===== src/rtl/i2s_clkgen_pkg.sv =====
// Shared encodings and helpers for the I2S master timing generator.
// Channel-length codes match the I2S core's I2S_DAT_* register field.
package i2s_clkgen_pkg;

  localparam logic [1:0] I2S_DAT_8_BITS  = 2'b00;
  localparam logic [1:0] I2S_DAT_16_BITS = 2'b01;
  localparam logic [1:0] I2S_DAT_24_BITS = 2'b10;
  localparam logic [1:0] I2S_DAT_32_BITS = 2'b11;

  localparam logic [1:0] I2S_FMT_I2S = 2'b00;
  localparam logic [1:0] I2S_FMT_LJ  = 2'b01;

  typedef enum logic {
    I2S_CLKGEN_IDLE = 1'b0,
    I2S_CLKGEN_RUN  = 1'b1
  } i2s_clkgen_state_t;

  function automatic logic [5:0] chl_to_n(input logic [1:0] chl);
    case (chl)
      I2S_DAT_8_BITS:  return 6'd8;
      I2S_DAT_16_BITS: return 6'd16;
      I2S_DAT_24_BITS: return 6'd24;
      default:         return 6'd32;
    endcase
  endfunction

  // Highest bit position of a frame, 2N-1 (at most 63).
  function automatic logic [5:0] last_bit(input logic [5:0] n);
    logic [6:0] t;
    t = {n, 1'b0} - 7'd1;
    return t[5:0];
  endfunction

  // Philips I2S leads the word select by one bit; any other format is left-justified.
  function automatic logic ws_for_bit(input logic [5:0] p, input logic [5:0] n,
                                      input logic [1:0] fmt);
    logic [6:0] pw;
    logic [6:0] nw;
    pw = {1'b0, p};
    nw = {1'b0, n};
    if (fmt == I2S_FMT_I2S)
      return (pw >= nw - 7'd1) && (pw <= {n, 1'b0} - 7'd2);
    else
      return pw >= nw;
  endfunction

endpackage


===== src/rtl/i2s_sck_div.sv =====
// SCK half-period divider: counts to div, toggles sck on wrap, and flags the edges.
// rise is registered alongside sck; fall is the combinational "sck falls this edge" tick.
module i2s_sck_div #(
  parameter int DIV_WIDTH = 16
) (
  input  logic                 clk,
  input  logic                 rst,
  input  logic                 run,
  input  logic [DIV_WIDTH-1:0] div,
  output logic                 sck,
  output logic                 rise,
  output logic                 fall
);

  logic [DIV_WIDTH-1:0] cnt_q;
  logic                 wrap;

  assign wrap = run && (cnt_q == div);
  assign fall = wrap && sck;

  // Holding the counter cleared while stopped makes every start phase-aligned.
  always_ff @(posedge clk) begin
    if (rst || !run) begin
      cnt_q <= '0;
      sck   <= 1'b0;
      rise  <= 1'b0;
    end else if (wrap) begin
      cnt_q <= '0;
      sck   <= ~sck;
      rise  <= ~sck;
    end else begin
      cnt_q <= cnt_q + 1'b1;
      rise  <= 1'b0;
    end
  end

endmodule


===== src/rtl/i2s_clkgen.sv =====
// Master-mode I2S timing generator: SCK, WS, SCK-rise strobe and frame pulse.
// Divider, channel length and format are shadowed and only change at frame boundaries.
module i2s_clkgen #(
  parameter int DIV_WIDTH = 16
) (
  input  logic                 clk_i,
  input  logic                 rst_i,
  input  logic                 en_i,
  input  logic [DIV_WIDTH-1:0] div_i,
  input  logic [1:0]           chl_i,
  input  logic [1:0]           fmt_i,
  output logic                 busy_o,
  output logic                 frame_o,
  output logic                 i2s_sck_o,
  output logic                 i2s_sck_trg_o,
  output logic                 i2s_ws_o
);

  import i2s_clkgen_pkg::*;

  i2s_clkgen_state_t    state_q, state_d;
  logic [DIV_WIDTH-1:0] div_sh, div_d;
  logic [1:0]           chl_sh, chl_d;
  logic [1:0]           fmt_sh, fmt_d;
  logic [5:0]           p_q, p_d;
  logic                 ws_q, ws_d;
  logic                 frame_q, frame_d;
  logic [5:0]           n_sh, n_new;
  logic                 running;
  logic                 sck;
  logic                 sck_rise;
  logic                 sck_fall;

  assign n_sh    = chl_to_n(chl_sh);
  assign n_new   = chl_to_n(chl_i);
  assign running = (state_q == I2S_CLKGEN_RUN);

  i2s_sck_div #(
    .DIV_WIDTH(DIV_WIDTH)
  ) u_sck_div (
    .clk  (clk_i),
    .rst  (rst_i),
    .run  (running),
    .div  (div_sh),
    .sck  (sck),
    .rise (sck_rise),
    .fall (sck_fall)
  );

  // Starting at p = 2N-1 makes the first SCK fall land on a frame boundary.
  always_comb begin
    state_d = state_q;
    div_d   = div_sh;
    chl_d   = chl_sh;
    fmt_d   = fmt_sh;
    p_d     = p_q;
    ws_d    = ws_q;
    frame_d = 1'b0;
    unique case (state_q)
      I2S_CLKGEN_IDLE: begin
        if (en_i) begin
          state_d = I2S_CLKGEN_RUN;
          div_d   = div_i;
          chl_d   = chl_i;
          fmt_d   = fmt_i;
          p_d     = last_bit(n_new);
          ws_d    = ws_for_bit(last_bit(n_new), n_new, fmt_i);
        end
      end
      I2S_CLKGEN_RUN: begin
        if (sck_fall) begin
          if (p_q == last_bit(n_sh)) begin
            p_d = 6'd0;
            if (en_i) begin
              frame_d = 1'b1;
              div_d   = div_i;
              chl_d   = chl_i;
              fmt_d   = fmt_i;
              ws_d    = ws_for_bit(6'd0, n_new, fmt_i);
            end else begin
              state_d = I2S_CLKGEN_IDLE;
              ws_d    = 1'b0;
            end
          end else begin
            p_d  = p_q + 6'd1;
            ws_d = ws_for_bit(p_q + 6'd1, n_sh, fmt_sh);
          end
        end
      end
      default: state_d = I2S_CLKGEN_IDLE;
    endcase
  end

  always_ff @(posedge clk_i) begin
    if (rst_i) begin
      state_q <= I2S_CLKGEN_IDLE;
      div_sh  <= '0;
      chl_sh  <= '0;
      fmt_sh  <= '0;
      p_q     <= '0;
      ws_q    <= 1'b0;
      frame_q <= 1'b0;
    end else begin
      state_q <= state_d;
      div_sh  <= div_d;
      chl_sh  <= chl_d;
      fmt_sh  <= fmt_d;
      p_q     <= p_d;
      ws_q    <= ws_d;
      frame_q <= frame_d;
    end
  end

  assign busy_o        = running;
  assign frame_o       = frame_q;
  assign i2s_sck_o     = sck;
  assign i2s_sck_trg_o = sck_rise;
  assign i2s_ws_o      = ws_q;

endmodule


===== config.mk =====
export PLATFORM = sky130hd
export DESIGN_NAME = i2s_clkgen
export DESIGN_NICKNAME = d
export VERILOG_FILES = /design/src/rtl/i2s_clkgen_pkg.sv /design/src/rtl/i2s_sck_div.sv /design/src/rtl/i2s_clkgen.sv
export SDC_FILE = /design/constraint.sdc
export NUM_CORES = 1
export LEC_CHECK = 0
export CORE_ASPECT_RATIO = 1.2
export CORE_UTILIZATION = 52
export DETAILED_ROUTE_END_ITERATION = 12
export PLACE_DENSITY = 0.76
export SYNTH_ARGS = -nofsm -noshare
export SYNTH_HDL_FRONTEND = slang
export SYNTH_SLANG_ARGS = --single-unit

===== constraint.sdc =====
create_clock -name clk_i -period 2.1 [get_ports clk_i]
set_input_delay 0.21 -clock clk_i [delete_from_list [all_inputs] [get_ports clk_i]]
set_output_delay 0.21 -clock clk_i [all_outputs]
set_load 0.005 [all_outputs]

# Word-level counts from Yosys, hierarchy flattened
# Cells that the tools add are included.
[totals]
in_bits = 23
out_inout_bits = 5
register_bits = 47
[op_classes]
n_reduce_logical = 16
order_cmp = 9
addsub = 8
n_eq_ne = 9
bitwise = 5
muxes = 30
[ops]
columns = ["op", "n"]
rows = [
  ["$mux W16", 3],
  ["$pmux W6 S3", 2],
  ["$pmux W16 S2", 1],
  ["$mux W6", 3],
  ["$add A16 B1 Y16 const B", 1],
  ["$eq A16 B16 Y1", 1],
  ["$ge A6 B7 Y1", 2],
  ["$le A6 B7 Y1", 2],
  ["$sub A6 B1 Y7 const B", 2],
  ["$sub A7 B2 Y7 const B", 2],
  ["$ge A6 B6 Y1", 2],
  ["$mux W2", 6],
  ["$pmux W6 S2", 1],
  ["$sub A6 B1 Y6 const B", 2],
  ["$mux W1", 10],
  ["$logic_not A2 Y1", 4],
  ["$pmux W2 S2", 2],
  ["$ge A1 B7 Y1 const A", 1],
  ["$le A1 B7 Y1 const A", 1],
  ["$add A6 B1 Y6 const B", 1],
  ["$eq A6 B6 Y1", 1],
  ["$ge A1 B6 Y1 const A", 1],
  ["$logic_and A1 B1 Y1", 5],
  ["$not A1 Y1", 5],
  ["10 further kinds", 16],
]

# Logic depth before layout (Yosys ltp)
# Gate-level depths: netlist of run 1.
[depth]
depth_word = 10
depth_mapped = 10

# Cells and area by module
# A second synthesis of run 1 with hierarchy kept.
[hier_totals]
cells_unflattened = 278
hier_area_um2 = 2529.9
[by_module_without_submodules]
columns = ["module", "cells_each", "n_inst", "seq_area_each_um2", "area_per_inst_um2"]
rows = [
  ["i2s_clkgen", 172, 1, 580.6, 1581.5],
  ["i2s_sck_div", 106, 1, 360.3, 948.4],
]

# Least setup slack after synthesis of run 1
# Ideal clock, no wire load.
[synth_path]
path_kind = "register to register"
start = "register chl_sh[0]"
end = "register ws_q (netlist: i2s_ws_o)"
slack_ps = 1
setup_time_ps = 88
t_arrival_ps = 2011
path_stages_with_launch = 9
n_path_buf = 1
cell_sequence = "dfxtp_1 -> inv_1 -> ha_1 -> xnor3_1 -> and3_1 -> buf_6 -> a2111oi_4 -> o211ai_1 -> a311oi_2"
[synth_via]
elab_chain_len = 9
word_cells_on_any_way = 16
[synth_lines]
columns = ["element", "line_no", "rtl"]
rows = [
  ["start: declaration", "i2s_clkgen.sv:23", "logic [1:0] chl_sh, chl_d;"],
  ["start signal: assignment", "i2s_clkgen.sv:106", "chl_sh <= chl_d;"],
  ["$eq A2 B2 Y1 (tied with other cells)", "i2s_clkgen_pkg.sv:19", "case (chl)"],
  ["$pmux W6 S3 (*)", "i2s_clkgen_pkg.sv:19", ""],
  ["$sub A7 B2 Y7 / $sub A6 B1 Y7 (equally long branches)", "i2s_clkgen_pkg.sv:42", "return (pw >= nw - 7'd1) && (pw <= {n, 1'b0} - 7'd2);"],
  ["$le A6 B7 Y1 / $ge A6 B7 Y1 (equally long branches)", "i2s_clkgen_pkg.sv:42", ""],
  ["$logic_and A1 B1 Y1", "i2s_clkgen_pkg.sv:42", ""],
  ["$mux W1", "i2s_clkgen_pkg.sv:41", "if (fmt == I2S_FMT_I2S)"],
  ["$mux W1 (*)", "i2s_clkgen.sv:72", "if (p_q == last_bit(n_sh)) begin"],
  ["$mux W1 (*)", "i2s_clkgen.sv:71", "if (sck_fall) begin"],
  ["$pmux W1 S2 (*)", "i2s_clkgen.sv:59", "unique case (state_q)"],
  ["end signal: assignment", "i2s_clkgen.sv:109", "ws_q <= ws_d;"],
  ["end: declaration", "i2s_clkgen.sv:26", "logic ws_q, ws_d;"],
]
# Every way passes the cells marked *; elsewhere a longest branch is shown, timed or not. The select of a mux whose other input is x is not followed.
# A chain may end at the register's enable or synchronous reset.

# Final worst setup path of run 1
[layout_path]
start = "register p_q[4]"
end = "register ws_q (netlist: i2s_ws_o)"
[layout_via]
elab_chain_len = 7
word_cells_on_any_way = 10
[layout_lines]
columns = ["element", "line_no", "rtl"]
rows = [
  ["start: declaration", "i2s_clkgen.sv:25", "logic [5:0] p_q, p_d;"],
  ["start signal: assignment", "i2s_clkgen.sv:108", "p_q <= p_d;"],
  ["$add A6 B1 Y6", "i2s_clkgen.sv:86", "ws_d = ws_for_bit(p_q + 6'd1, n_sh, fmt_sh);"],
  ["$ge A6 B7 Y1 / $le A6 B7 Y1 (equally long branches)", "i2s_clkgen_pkg.sv:42", ""],
  ["$logic_and A1 B1 Y1", "i2s_clkgen_pkg.sv:42", ""],
  ["$mux W1", "i2s_clkgen_pkg.sv:41", ""],
  ["$mux W1 (*)", "i2s_clkgen.sv:72", ""],
  ["$mux W1 (*)", "i2s_clkgen.sv:71", ""],
  ["$pmux W1 S2 (*)", "i2s_clkgen.sv:59", ""],
]
# Marks and branches as above.

==> results.py, run 1 <==
metrics = {
    "place": {
        "dp_hpwl_um": 5020,
        "port_buffers": 27,
        "routabilityCongestion": 0.904,
    },
    "routing": {
        "num_vias": 2748,
        "via_per_inst": 6.07,
        "drtIter0Drc": 110,
        "ant_nets": 0,
        "first_pass_iters": 4,
        "drcViolationCount": 0,
        "wl_per_cell_um": 15.8,
        "wirelength_um": 7150,
    },
    "power_and_ir_drop": {
        "ir_drop_uv": 332,
        "p_leak_uw": 0.00126,
        "p_total_uw": 2060,
        "power.density_nw_per_um2": 556,
    },
    "sta": {
        "finalMaxSlewViolations": 0,
        "fmax_mhz": 496,
        "rsz0062_at_grt": "yes",
        "skew_ns": 0.0111,
        "min_period_ns": 2.01,
        "period_share": 0.959,
        "setup_viol": 0,
        "worst_pin_slew_ns": 1.00,
        "final_hold_viol_count": 0,
        "maxSlewHeadroom": 0.330,
    },
    "clock_tree": {
        "cts_buffer_depth": 2,
        "hold_buffers": 0,
        "cts_htree_levels": 2,
        "clk_latency_ns": 0.31,
        "cts_tree": "built",
        "cts_sinks": 47,
        "clock-root-buffer": "clkbuf_8",
        "clk_pin_slew_ns": 0.08,
        "cts_buffers": 5,
    },
    "cells_and_area": {
        "drive_above_1_share": 0.175,
        "seq_area_um2": 947,
        "multiInputGateArea_um2": 2050,
        "fill_cells": 475,
        "final_util": 0.658,
        "final_common_cell": "dfxtp_1",
        "antenna_cells": 0,
        "nets": 424,
        "area_growth_pct": 22.2,
        "final_cell_mix": "42 x dfxtp_1, 30 x nor2_1, 28 x buf_4, 26 x clkdlybuf4s50_1",
    },
    "worst_setup_path": {
        "end_kind": "flop",
        "setup.worst_path.start_class": "flop",
        "critical-path-top-delay-family": "compound AO/OA/AOI/OAI gates",
        "max_stage_delay_ns": 0.34,
        "timing.critical_path.buf_inv": 1,
        "cp.arrival_ns": 2.18,
        "required_ns": 2.27,
        "cp.depth": 9,
        "path_cells": "and3_1 > nand3_2 > xnor2_1 > buf_4 > ha_4 > nand4_1 > o221a_2 > o211ai_1 > a311oi_2",
        "crit_fanout": 4,
        "crit_type": "reg2reg",
        "worstRegToRegCells": 9,
        "slowest_stage": "dfxtp_2",
    },
    "synth": {
        "synth_cell_type_count": 48,
        "ys_ff_latch": 47,
        "synth_area_um2": 3030,
        "syn_avg_cell_area_um2": 8.64,
        "yosys-top-cells-area": "dfxtp_1 31%, xnor2_1 6.4%, nand4b_1 5.5%",
        "synth-async-reset-ratio": 0,
        "synth_nets": 387,
        "ys_warn_count": 0,
        "synth_top_area_frac": 0.310,
        "synth_ff_type": "dfxtp_1",
        "postSynthCellCount": 351,
        "synth_area_leader_cell": "dfxtp_1",
        "synth_edf_count": 0,
        "yosysSeqAreaShare": 0.310,
    },
    "global_route": {
        "antenna_found_initial": 0,
        "grt_use_total": 0.250,
        "grt_max_degree": 71,
        "grt_pass1_vias": 2524,
        "grt_pass1_wl_um": 12200,
        "grt-ovfl-total": 0,
    },
    "floorplan": {
        "die_x_um": 71.7,
        "fp-row-count": 30,
        "die_area_um2": 6140,
        "core_area_um2": 5630,
        "die_h_um": 85.7,
        "io_pins": 28,
        "initial_utilization": 0.539,
    },
    "run": {
        "drv_cap": 0,
    },
    "hold_path": {
        "hold_path_depth": 3,
        "worstHoldPathType": "in2reg",
    },
    "status": {
        "outcome": "finished, final reports clean",
    },
}
[timing repair]
action                                  4_1_cts  5_1_grt
cloned                                        0        0
setup buffers                                 1        1
endpoints found under the setup margin        2       13
resized for setup                            14       12
pin swaps                                     5        6
[worst paths after layout]
check,to,start,slack (ns)
hold reg to reg,p_q[5],p_q[5],0.52
hold / removal,p_q[4],rst_i,0.51
setup reg to reg,i2s_ws_o,p_q[4],0.09
setup / recovery,i2s_ws_o,p_q[4],0.09
[Yosys cell counts, drive strengths merged, types with 2 or more instances]
cell type / n
xor2: 13
mux2i: 3
nor3: 9
a211oi: 2
and3: 7
a311oi: 2
nand2: 15
dfxtp: 47
nor2b: 4
buf: 8
ha: 13
nand2b: 2
inv: 10
nor4: 2
nand4b: 19
nand3: 15
nor2: 31
xnor2: 23
a31oi: 20
o211ai: 21
nor3b: 19
o21ai: 6
nand3b: 20
clkbuf: 18
nand4: 7
a21oi: 3
[cell families after synthesis]
logic type / after synthesis / synth area share
flip-flops: 47 / 0.310
buffers and inverters: 37 / 0.0516
multiplexers: 3 / 0.00990
adder cells (fa/ha/maj): 13 / 0.0536
AND/OR/NAND/NOR: 154 / 0.316
XOR/XNOR: 37 / 0.114
AO/OA/AOI/OAI: 60 / 0.145
[state kept, by name (all words and copies together) (netlist names), 2 cells and up]
name / cells
fmt_sh: 2
u_sck_div.cnt_q: 16
p_q: 6
div_sh: 16
chl_sh: 2
[through the flow]
| stage | cells | TNS, ns | hold WS (ns) | area (µm²) | worst slack (ns) |
|---|---|---|---|---|---|
| 2_1_floorplan | 351 | 0 | 0.376 | 3030 | 0.00120 |
| 3_3_place_gp | 443 | 0 | 0.497 | 3480 | 0.0151 |
| 3_5_place_dp | 443 | -0.0519 | 0.506 | 3480 | -0.0462 |
| 4_1_cts | 452 | 0 | 0.494 | 3650 | 0.00216 |
| 5_1_grt | 453 | -0.0233 | 0.529 | 3700 | -0.0233 |
| 6_report | 453 | 0 | 0.506 | 3700 | 0.0853 |
[layout make-up]
class                   instances  share of cell area
repair buffers                 56               0.134
inverters                      11              0.0111
clock inverters                 1             0.00236
multi-input cells             267               0.552
well taps                      64              0.0216
flip-flops and latches         47               0.256
clock buffers                   7              0.0233
[power breakdown]
group          internal, µW  switching, µW
clock                   270            310
combinational           253            251
sequential              935           40.5
total                  1460            602
[worst reg2reg max path, cell delays in order, from the launching register on]
cell and delay, ns:
dfxtp_2 0.34, and3_1 0.18, nand3_2 0.10, xnor2_1 0.14, buf_4 0.16, ha_4 0.27, nand4_1 0.13, o221a_2 0.26
o211ai_1 0.20, a311oi_2 0.11
[per-layer routing]
layer	wire (µm)	track usage	up-vias	part of all wire
met2	3550	0.417	54	0.50
met5	0	0	-	0
met1	3280	0.332	1323	0.46
met4	136	0.0838	0	0.019
met3	181	0.0329	11	0.025
li1	-	-	1360	-
No activity file was read; power rests on OpenSTA's default activity.
==> run 2, diff against run 1 <==
==> constraint.sdc (replaced) <==
create_clock -name clk_i -period 1.74 [get_ports clk_i]
set_input_delay 0.174 -clock clk_i [delete_from_list [all_inputs] [get_ports clk_i]]
set_output_delay 0.174 -clock clk_i [all_outputs]
set_load 0.005 [all_outputs]
==> run 2 against run 1 <==
Against the previous run:
- the flow now finishes with violations (setup timing)
- sequential power increased by 22%
- maximum frequency hardly changed
- routed wire length rose by 23%
- power increased by 38%
- combinational power rose by 53%
==> results.py, run 2 (synthesized netlist as in run 1, its figures left out) <==
metrics = {
    "status": {
        "outcome": "finished, violations left",
        "failed_checks": "setup timing",
    },
    "routing": {
        "topRoutingLayerUsed": "met4",
        "wl_met3_um": 291,
        "drcViolationCount": 0,
        "drtIter0Drc": 143,
        "m1WireLength_um": 3470,
        "wl_per_cell_um": 17.6,
        "wirelength_um": 8810,
        "num_vias": 3053,
        "via_per_inst": 6.11,
        "ant_nets": 0,
        "met2_length_um": 4800,
        "first_pass_iters": 4,
    },
    "cells_and_area": {
        "nets": 471,
        "drive_above_1_share": 0.342,
        "antenna_cells": 0,
        "largestRegisters": "div_sh x16, u_sck_div.cnt_q x16, p_q x6",
        "final_cell_mix": "63 x buf_4, 31 x dfxtp_1, 28 x nor2_1, 26 x clkdlybuf4s50_1, 21 x o211ai_1",
        "area_growth_pct": 45.4,
        "final_common_cell": "buf_4",
        "final_util": 0.783,
        "fill_cells": 360,
    },
    "clock_tree": {
        "clock-root-buffer": "clkbuf_8",
        "cts_buffer_depth": 2,
        "cts_tree": "built",
        "hold_buffers": 0,
        "cts_sinks": 47,
        "clk_pin_slew_ns": 0.10,
        "cts_htree_levels": 2,
        "clk_latency_ns": 0.31,
        "cts_buffers": 5,
    },
    "worst_setup_path": {
        "crit_fanout": 4,
        "cp-endpoint": "i2s_ws_o",
        "crit_type": "reg2reg",
        "regToRegStartpoint": "p_q[0]",
        "worstRegToRegCells": 8,
        "slowest_stage": "dfxtp_4",
        "cp.arrival_ns": 2.20,
        "critical-path-top-delay-family": "compound AO/OA/AOI/OAI gates",
        "timing.critical_path.buf_inv": 0,
        "path_cells": "ha_4 > and3_4 > xor2_4 > ha_1 > nand4_1 > o221a_2 > o211ai_1 > a311oi_2",
        "max_stage_delay_ns": 0.37,
        "end_kind": "flop",
        "r2r_end": "i2s_ws_o",
        "cp.depth": 8,
        "r2r_slack_ns": -0.28,
        "setup.worst_path.start_class": "flop",
        "crit_start": "p_q[0]",
        "required_ns": 1.92,
    },
    "floorplan": {
        "fp-row-count": 30,
        "io_pins": 28,
        "die_x_um": 71.7,
        "die_h_um": 85.7,
        "die_area_um2": 6140,
        "core_area_um2": 5630,
        "initial_utilization": 0.539,
    },
    "power_and_ir_drop": {
        "power.density_nw_per_um2": 645,
        "p_leak_uw": 0.00161,
        "ir_drop_uv": 506,
    },
    "sta": {
        "final_hold_viol_count": 0,
        "period_share": 1.16,
        "setup_viol": 28,
        "finalMaxSlewViolations": 0,
        "worst_pin_slew_ns": 0.328,
        "layout_setup_ws_ns": -0.275,
        "rsz0062_at_grt": "yes",
        "maxSlewHeadroom": 0.779,
        "skew_ns": 0.0109,
        "fmax_mhz": 496,
        "min_period_ns": 2.02,
    },
    "place": {
        "routabilityCongestion": 0.889,
        "dp_hpwl_um": 5660,
        "dpl_worst_slack_ns": -0.263,
        "port_buffers": 27,
    },
    "global_route": {
        "grt_max_degree": 25,
        "grt_pass1_wl_um": 13900,
        "grt_pass1_vias": 2969,
        "grt_use_total": 0.289,
        "antenna_found_initial": 0,
        "grt-ovfl-total": 0,
    },
    "hold_path": {
        "worstHoldPathType": "in2reg",
    },
    "run": {
        "drv_cap": 0,
    },
}
[run 2: cell count changes in the layout (fill, tap and decap cells not counted), sizes merged]
| cell | change |
|---|---|
| bufinv | +1 |
| inv | +1 |
| clkbuf | -1 |
| buf | +47 |
| clkinv | -1 |
[run 2: how the worst min path moves through the flow]
stage                   from        end  slack [ns]  cells after the start
finish                 rst_i   i2s_ws_o        0.25                      2
global route           rst_i   i2s_ws_o        0.27                      2
CTS                    rst_i   i2s_ws_o        0.24                      2
detailed placement    p_q[5]     p_q[5]        0.51                      2
global placement      p_q[5]     p_q[5]        0.49                      2
floorplan           chl_i[0]  chl_sh[0]        0.34                      2
[run 2: metrics by stage]
| stage | setup TNS, ns | power (µW) | instances | instance area (µm²) | hold WS (ns) |
|---|---|---|---|---|---|
| after floorplan | -2.68 | 1580 | 351 | 3140 | 0.340 |
| after global placement | -3.47 | 1850 | 478 | 3860 | 0.495 |
| after detailed placement | -4.52 | 1870 | 478 | 3860 | 0.507 |
| after CTS | -5.44 | 2790 | 497 | 4250 | 0.245 |
| after global routing | -7.35 | 2950 | 500 | 4410 | 0.268 |
| final | -5.61 | 2840 | 500 | 4410 | 0.253 |
[run 2: repair_timing]
item	in CTS	in global routing
cloned	3	0
resized for setup	26	35
setup endpoints to repair	29	47
pin swaps	22	18
buffers inserted	8	5
hold endpoints to repair	0	0
[run 2: metal layers]
layer  up-vias  track usage
li1       1459            -
met1      1481        0.324
met2        90        0.542
met3        23       0.0400
met4         0        0.116
met5         -            0
[run 2: layout make-up]
class / instances / area, µm² / area share
multi-input combinational: 267 / 2240 / 0.507
sequential: 47 / 966 / 0.219
timing repair buffer: 103 / 960 / 0.218
clock buffer: 6 / 82.6 / 0.0187
tap: 64 / 80.1 / 0.0182
inverter: 11 / 46.3 / 0.0105
clock inverter: 2 / 38.8 / 0.00880
[run 2: report_power, final]
part	total [µW]	internal [µW]	switching, µW
combinational	775	416	359
clock	875	473	402
sequential	1190	1130	61.9
total	2840	2020	823
==> run 3, diff against run 2 <==
--- a/config.mk
+++ b/config.mk
@@ -5,7 +5,8 @@
 export SDC_FILE = /design/constraint.sdc
 export NUM_CORES = 1
 export LEC_CHECK = 0
-export CORE_ASPECT_RATIO = 1.2
+export CAP_MARGIN = 10
+export CORE_ASPECT_RATIO = 1.4
 export CORE_UTILIZATION = 52
 export DETAILED_ROUTE_END_ITERATION = 12
 export PLACE_DENSITY = 0.76
==> run 3 against run 2 <==
Against the previous run:
- the flow still finishes with violations (setup timing)
- die area about the same
- setup slack got worse by 0.19 ns
- global-route usage fell by 0.37 points
- worst hold slack worse by 0.0081 ns
- critical path type unchanged
- routed wire length rose by 14%
==> results.py, run 3 (synthesized netlist as in run 1, its figures left out) <==
metrics = {
    "status": {
        "outcome": "finished, violations left",
        "failed_checks": "setup timing",
    },
    "global_route": {
        "grt_use_total": 0.285,
        "grt_pass1_wl_um": 13400,
        "antenna_found_initial": 0,
        "grt_max_degree": 47,
        "grt_pass1_vias": 2946,
        "grt-ovfl-total": 0,
    },
    "sta": {
        "period_share": 1.27,
        "skew_ns": 0.00810,
        "worst_pin_slew_ns": 0.406,
        "final_hold_viol_count": 0,
        "setup_viol": 45,
        "finalMaxSlewViolations": 0,
        "min_period_ns": 2.20,
        "maxSlewHeadroom": 0.727,
        "layout_setup_ws_ns": -0.462,
        "rsz0062_at_grt": "yes",
        "fmax_mhz": 454,
    },
    "place": {
        "dpl_worst_slack_ns": -0.343,
        "port_buffers": 27,
        "routabilityCongestion": 0.885,
        "dp.cells": 478,
        "dp_hpwl_um": 5720,
    },
    "floorplan": {
        "die_area_um2": 6150,
        "core_area_um2": 5570,
        "initial_utilization": 0.545,
        "io_pins": 28,
        "die_x_um": 66.5,
        "die_h_um": 92.4,
        "fp-row-count": 32,
    },
    "cells_and_area": {
        "area_growth_pct": 50.2,
        "fin_cells": 507,
        "final_common_cell": "buf_4",
        "antenna_cells": 0,
        "drive_above_1_share": 0.380,
        "largestRegisters": "div_sh x16, u_sck_div.cnt_q x16, p_q x6",
        "final_cell_mix": "63 x buf_4, 30 x dfxtp_1, 26 x clkdlybuf4s50_1, 21 x o211ai_1",
        "nets": 474,
    },
    "run": {
        "drv_cap": 0,
    },
    "power_and_ir_drop": {
        "p_sw_uw": 861,
        "p_leak_uw": 0.00164,
        "pwr-share-comb": 0.284,
        "p_clk_frac": 0.304,
        "internal-power_uw": 2030,
        "power.density_nw_per_um2": 634,
        "switching_share": 0.298,
        "ir_drop_uv": 461,
        "sequentialPowerShare": 0.411,
    },
    "clock_tree": {
        "cts_buffer_depth": 2,
        "clock-root-buffer": "clkbuf_8",
        "clk_pin_slew_ns": 0.10,
        "cts_tree": "built",
        "hold_buffers": 0,
        "cts_sinks": 47,
        "cts_htree_levels": 2,
        "cts_buffers": 5,
        "clk_latency_ns": 0.31,
    },
    "routing": {
        "ant_nets": 0,
        "drcViolationCount": 0,
        "num_vias": 3196,
        "drtIter0Drc": 166,
        "via_per_inst": 6.30,
        "first_pass_iters": 5,
        "wirelength_um": 10100,
        "wl_per_cell_um": 19.9,
    },
    "worst_setup_path": {
        "crit_fanout": 3,
        "end_kind": "flop",
        "cp.arrival_ns": 2.38,
        "required_ns": 1.91,
        "setup.worst_path.start_class": "flop",
        "r2r_slack_ns": -0.46,
        "crit_type": "reg2reg",
    },
    "hold_path": {
        "worstHoldPathType": "in2reg",
    },
}
[run 3: cell types whose count changed in the layout (fill, tap and decap cells not counted), moves of 3 or more]
| cell | previous run | this run |
|---|---|---|
| buf_16 | 3 | 0 |
| clkbuf_16 | 0 | 4 |
| nor2_1 | 28 | 14 |
| nor2_2 | 1 | 4 |
| nor2_4 | 2 | 13 |
| xnor2_2 | 9 | 12 |
[run 3: path summary, 6_finish.rpt]
path              startpoint   endpoint  cells after the start
setup / recovery      p_q[0]   i2s_ws_o                      8
hold / removal         rst_i     p_q[1]                      2
setup reg to reg      p_q[0]   i2s_ws_o                      8
hold reg to reg    div_sh[7]  div_sh[7]                      2
[run 3: what timing repair did]
item                       in CTS  in global routing
resized for setup              25                 57
pin swaps                      15                 28
setup endpoints to repair      32                 43
cloned                          0                  7
buffers inserted                8                  6
[run 3: stage by stage]
stage / utilization / total power (µW) / hold WS [ns] / TNS [ns] / area (µm²)
2_1_floorplan: - / 1580 / 0.340 / -2.68 / 3140
3_3_place_gp: 0.692 / 1840 / 0.497 / -3.51 / 3850
3_5_place_dp: 0.692 / 1870 / 0.504 / -5.34 / 3850
4_1_cts: 0.746 / 2790 / 0.236 / -5.43 / 4150
5_1_grt: 0.819 / 3010 / 0.247 / -12.87 / 4560
6_report: 0.819 / 2890 / 0.245 / -9.15 / 4560
[run 3: layout make-up]
cell class | instances | area, µm²
clock buffers | 6 | 82.6
inverters | 11 | 46.3
well taps | 68 | 85.1
fillers | 320 | 1010
clock inverters | 2 | 38.8
flip-flops and latches | 47 | 970
multi-input cells | 267 | 2320
repair buffers | 106 | 1010
[run 3: worst max-delay path, stage by stage, from the launching register on]
cell,delay (ns)
dfxtp_4,0.37
ha_4,0.16
and3_4,0.20
xor2_4,0.16
ha_1,0.29
nand4_1,0.14
o221a_2,0.29
o211ai_1,0.29
a311oi_2,0.16
[run 3: power groups by stage]
stage          Clock, µW  Sequential (µW)  Combinational [µW]
4_1_cts              881             1180                 724
2_1_floorplan          0             1200                 385
5_1_grt              941             1190                 873
3_5_place_dp           0             1200                 664
6_report             880             1190                 821
3_3_place_gp           0             1200                 643
[run 3: per-layer routing]
metal / wire length [µm] / GRT usage / share of wire / vias to the layer above
li1: - / - / - / 1466
met3: 491 / 0.0456 / 0.049 / 47
met5: 0 / 0 / 0 / -
met2: 5400 / 0.540 / 0.54 / 130
met4: 452 / 0.117 / 0.045 / 0
met1: 3730 / 0.298 / 0.37 / 1553
==> RTL change (config.mk and constraints of run 3) <==
Take the reset off `p_q` and load it in a clocked block of its own.
--- a/src/rtl/i2s_clkgen.sv
+++ b/src/rtl/i2s_clkgen.sv
@@ -97,7 +97,6 @@
       div_sh  <= '0;
       chl_sh  <= '0;
       fmt_sh  <= '0;
-      p_q     <= '0;
       ws_q    <= 1'b0;
       frame_q <= 1'b0;
     end else begin
@@ -105,10 +104,13 @@
       div_sh  <= div_d;
       chl_sh  <= chl_d;
       fmt_sh  <= fmt_d;
-      p_q     <= p_d;
       ws_q    <= ws_d;
       frame_q <= frame_d;
     end
+  end
+
+  always_ff @(posedge clk_i) begin
+    p_q <= p_d;
   end
 
   assign busy_o        = running;
Function: no difference found for any inputs over 10 cycles, from zero or initial values and one cycle with rst_i high; that may be too few to reach the edited logic, so the function may still have changed.
==> RTL change against run 3 <==
The run still ends with setup timing left; die area fell by 3.6%; area after synthesis decreased by 3.7%; wire length shrank 22%; sequential cell count unchanged; sequential share of layout area rose by 4.2 points; total power decreased by 11%; clock skew down 4.2 ps; worst setup slack better by 18 ps; design area fell by 12%; global-route usage shrank 1.8 points; core utilization down 6.1 points; critical path type unchanged.
==> RTL change: results (changes against run 3) <==
* CTS HTree Levels at 2 (unchanged)
* Register area share after synthesis at 34.26% (+3.2 points)
* Total track usage at 26.72% (-1.8 points)
* CP startpoint kind: flop
* Pin count of the biggest net entering global routing at 32 (-32%)
* Mapped Nets at 365 (-5.7%)
* Top Registers: div_sh: 16 flops, u_sck_div.cnt_q: 16 flops, p_q: 6 flops
* Share of cells above drive strength 1 at 28.61% (-9.4 points)
* Hold WS at 487.6 ps (+242.7 ps)
* Root Driver: clkbuf_8
* Final Skew at 3.851 ps (-4.246 ps)
* # setup viols final at 28 (-38%)
* Dpl hpwl at 5.443 mm (-4.9%)
* Clk slew on worst S/H paths at 90 ps
* Share of flip-flops with an asynchronous set or reset at 0% (unchanged)
* Status: finished with violations
* Global placement routability congestion at 0.7721 (-13%)
* PortBufs at 27 (unchanged)
* Max Buffers Root-to-Sink at 2 (unchanged)
* Cells on Worst Hold Path at 3 (+1)
* Final worst slack at -444.2 ps (+17.85 ps)
* Worst Hold Class: input port to flop
* EDFF count, synth at 6 (+6)
* Failing checks: setup timing
* Reg-to-Reg End: i2s_ws_o
* Initial antenna violation count at 0 (unchanged)
* CP max-delay cell: edfxtp_1
* Cells on worst reg2reg path at 10 (+2)
* CTS buffer count at 5 (unchanged)
* Top cells by count, synth: dfxtp_1, xnor2_1, nor2_1
* Clk_lat worst skew at 300 ps
* Ant diodes at 0 (unchanged)
* Via density at 5.991 (-5.0%)
* Hold path startpoint: div_i[3]
* Leak at 0.001439 uW (-12%)
* Layout net count at 437 (-7.8%)
* Worst path max stage delay at 420 ps (+50 ps)
* First-iteration detailed-routing DRC count at 144 (-13%)
* Launching point of the worst reg2reg path: p_q[1]
* Synth warn at 0 (unchanged)
* Worst vdd ir at 433.3 uV (-6.0%)
* Worst path arrival time at 2380 ps (about the same)
* Worst-path fanout max at 3 (unchanged)
* Hold path endpoint: div_sh[3]
* Vias in the first global route at 2742 (-6.9%)
* Synth cell types at 44 (-8.3%)
* 1st-pass router iterations at 4 (-1)
* Place WS at -423.1 ps (-79.65 ps)
* Filler Cells Inserted at 377 (+18%)
* First-pass GRT wire length at 12.28 mm (-8.3%)
* Drt total wl at 7.891 mm (-22%)
* Area contributors post-synth: dfxtp_1, xnor2_1, edfxtp_1
* Worst slew pin tran at 412.6 ps (+6.138 ps)
==> RTL change: what timing repair did <==
item                       in CTS  in global routing
gates resized for setup         9                 31
buffers inserted                4                  6
setup endpoints to repair      29                 52
gates cloned                    1                  1
pin swaps                       3                  9
==> RTL change: logic make-up after synthesis <==
kind of cell	after synthesis	synth area share, %
fa+ha+maj	14	5.910
mux	1	0.3426
xor+xnor	39	12.16
simple gates	132	28.44
buf+inv	38	5.310
compound gates	58	13.58
flops	47	34.26
==> RTL change: how the worst max path moves through the flow <==
stage | slack (ps) | cells after the start | endpoint
finish | -440 | 10 | i2s_ws_o
global route | -560 | 10 | i2s_ws_o
CTS | -400 | 8 | i2s_ws_o
detailed placement | -420 | 10 | i2s_ws_o
global placement | -360 | 10 | i2s_ws_o
floorplan | -380 | 10 | i2s_ws_o
==> RTL change: power by group <==
part           internal [uW]  total [uW]  switching (uW)
sequential              1150        1200            47.9
clock                    283         652             369
combinational            373         713             340
==> RTL change: worst max-delay path: cells and delay by family, from the launching register on <==
kind	cells	cell delay [ps]
compound gates	4	630
flops	1	420
simple gates	3	410
fa+ha+maj	1	310
xor+xnor	1	160
buf+inv	1	150
==> RTL change: through the flow <==
stage          setup TNS (ps)  area (sq um)  instances
6_report                -9568          3996        468
5_1_grt                -11560          3996        468
2_1_floorplan           -6871          3055        329
3_3_place_gp            -8613          3686        449
4_1_cts                 -8761          3826        462
3_5_place_dp            -9619          3686        449
==> RTL change: cell type report <==
class	count	share of cell area, %
Multi-Input combinational cell	244	48.90
Sequential cell	47	25.49
Timing Repair Buffer	90	20.23
Tap cell	66	2.066
Clock buffer	7	1.910
Inverter	13	1.284
Clock inverter	1	0.1252
==> RTL change: metal layers <==
layer	global-route usage, %	share of wire [%]
met5	0	0
met4	13.22	3.8
met3	5.177	3.6
met2	48.71	54
met1	28.03	39
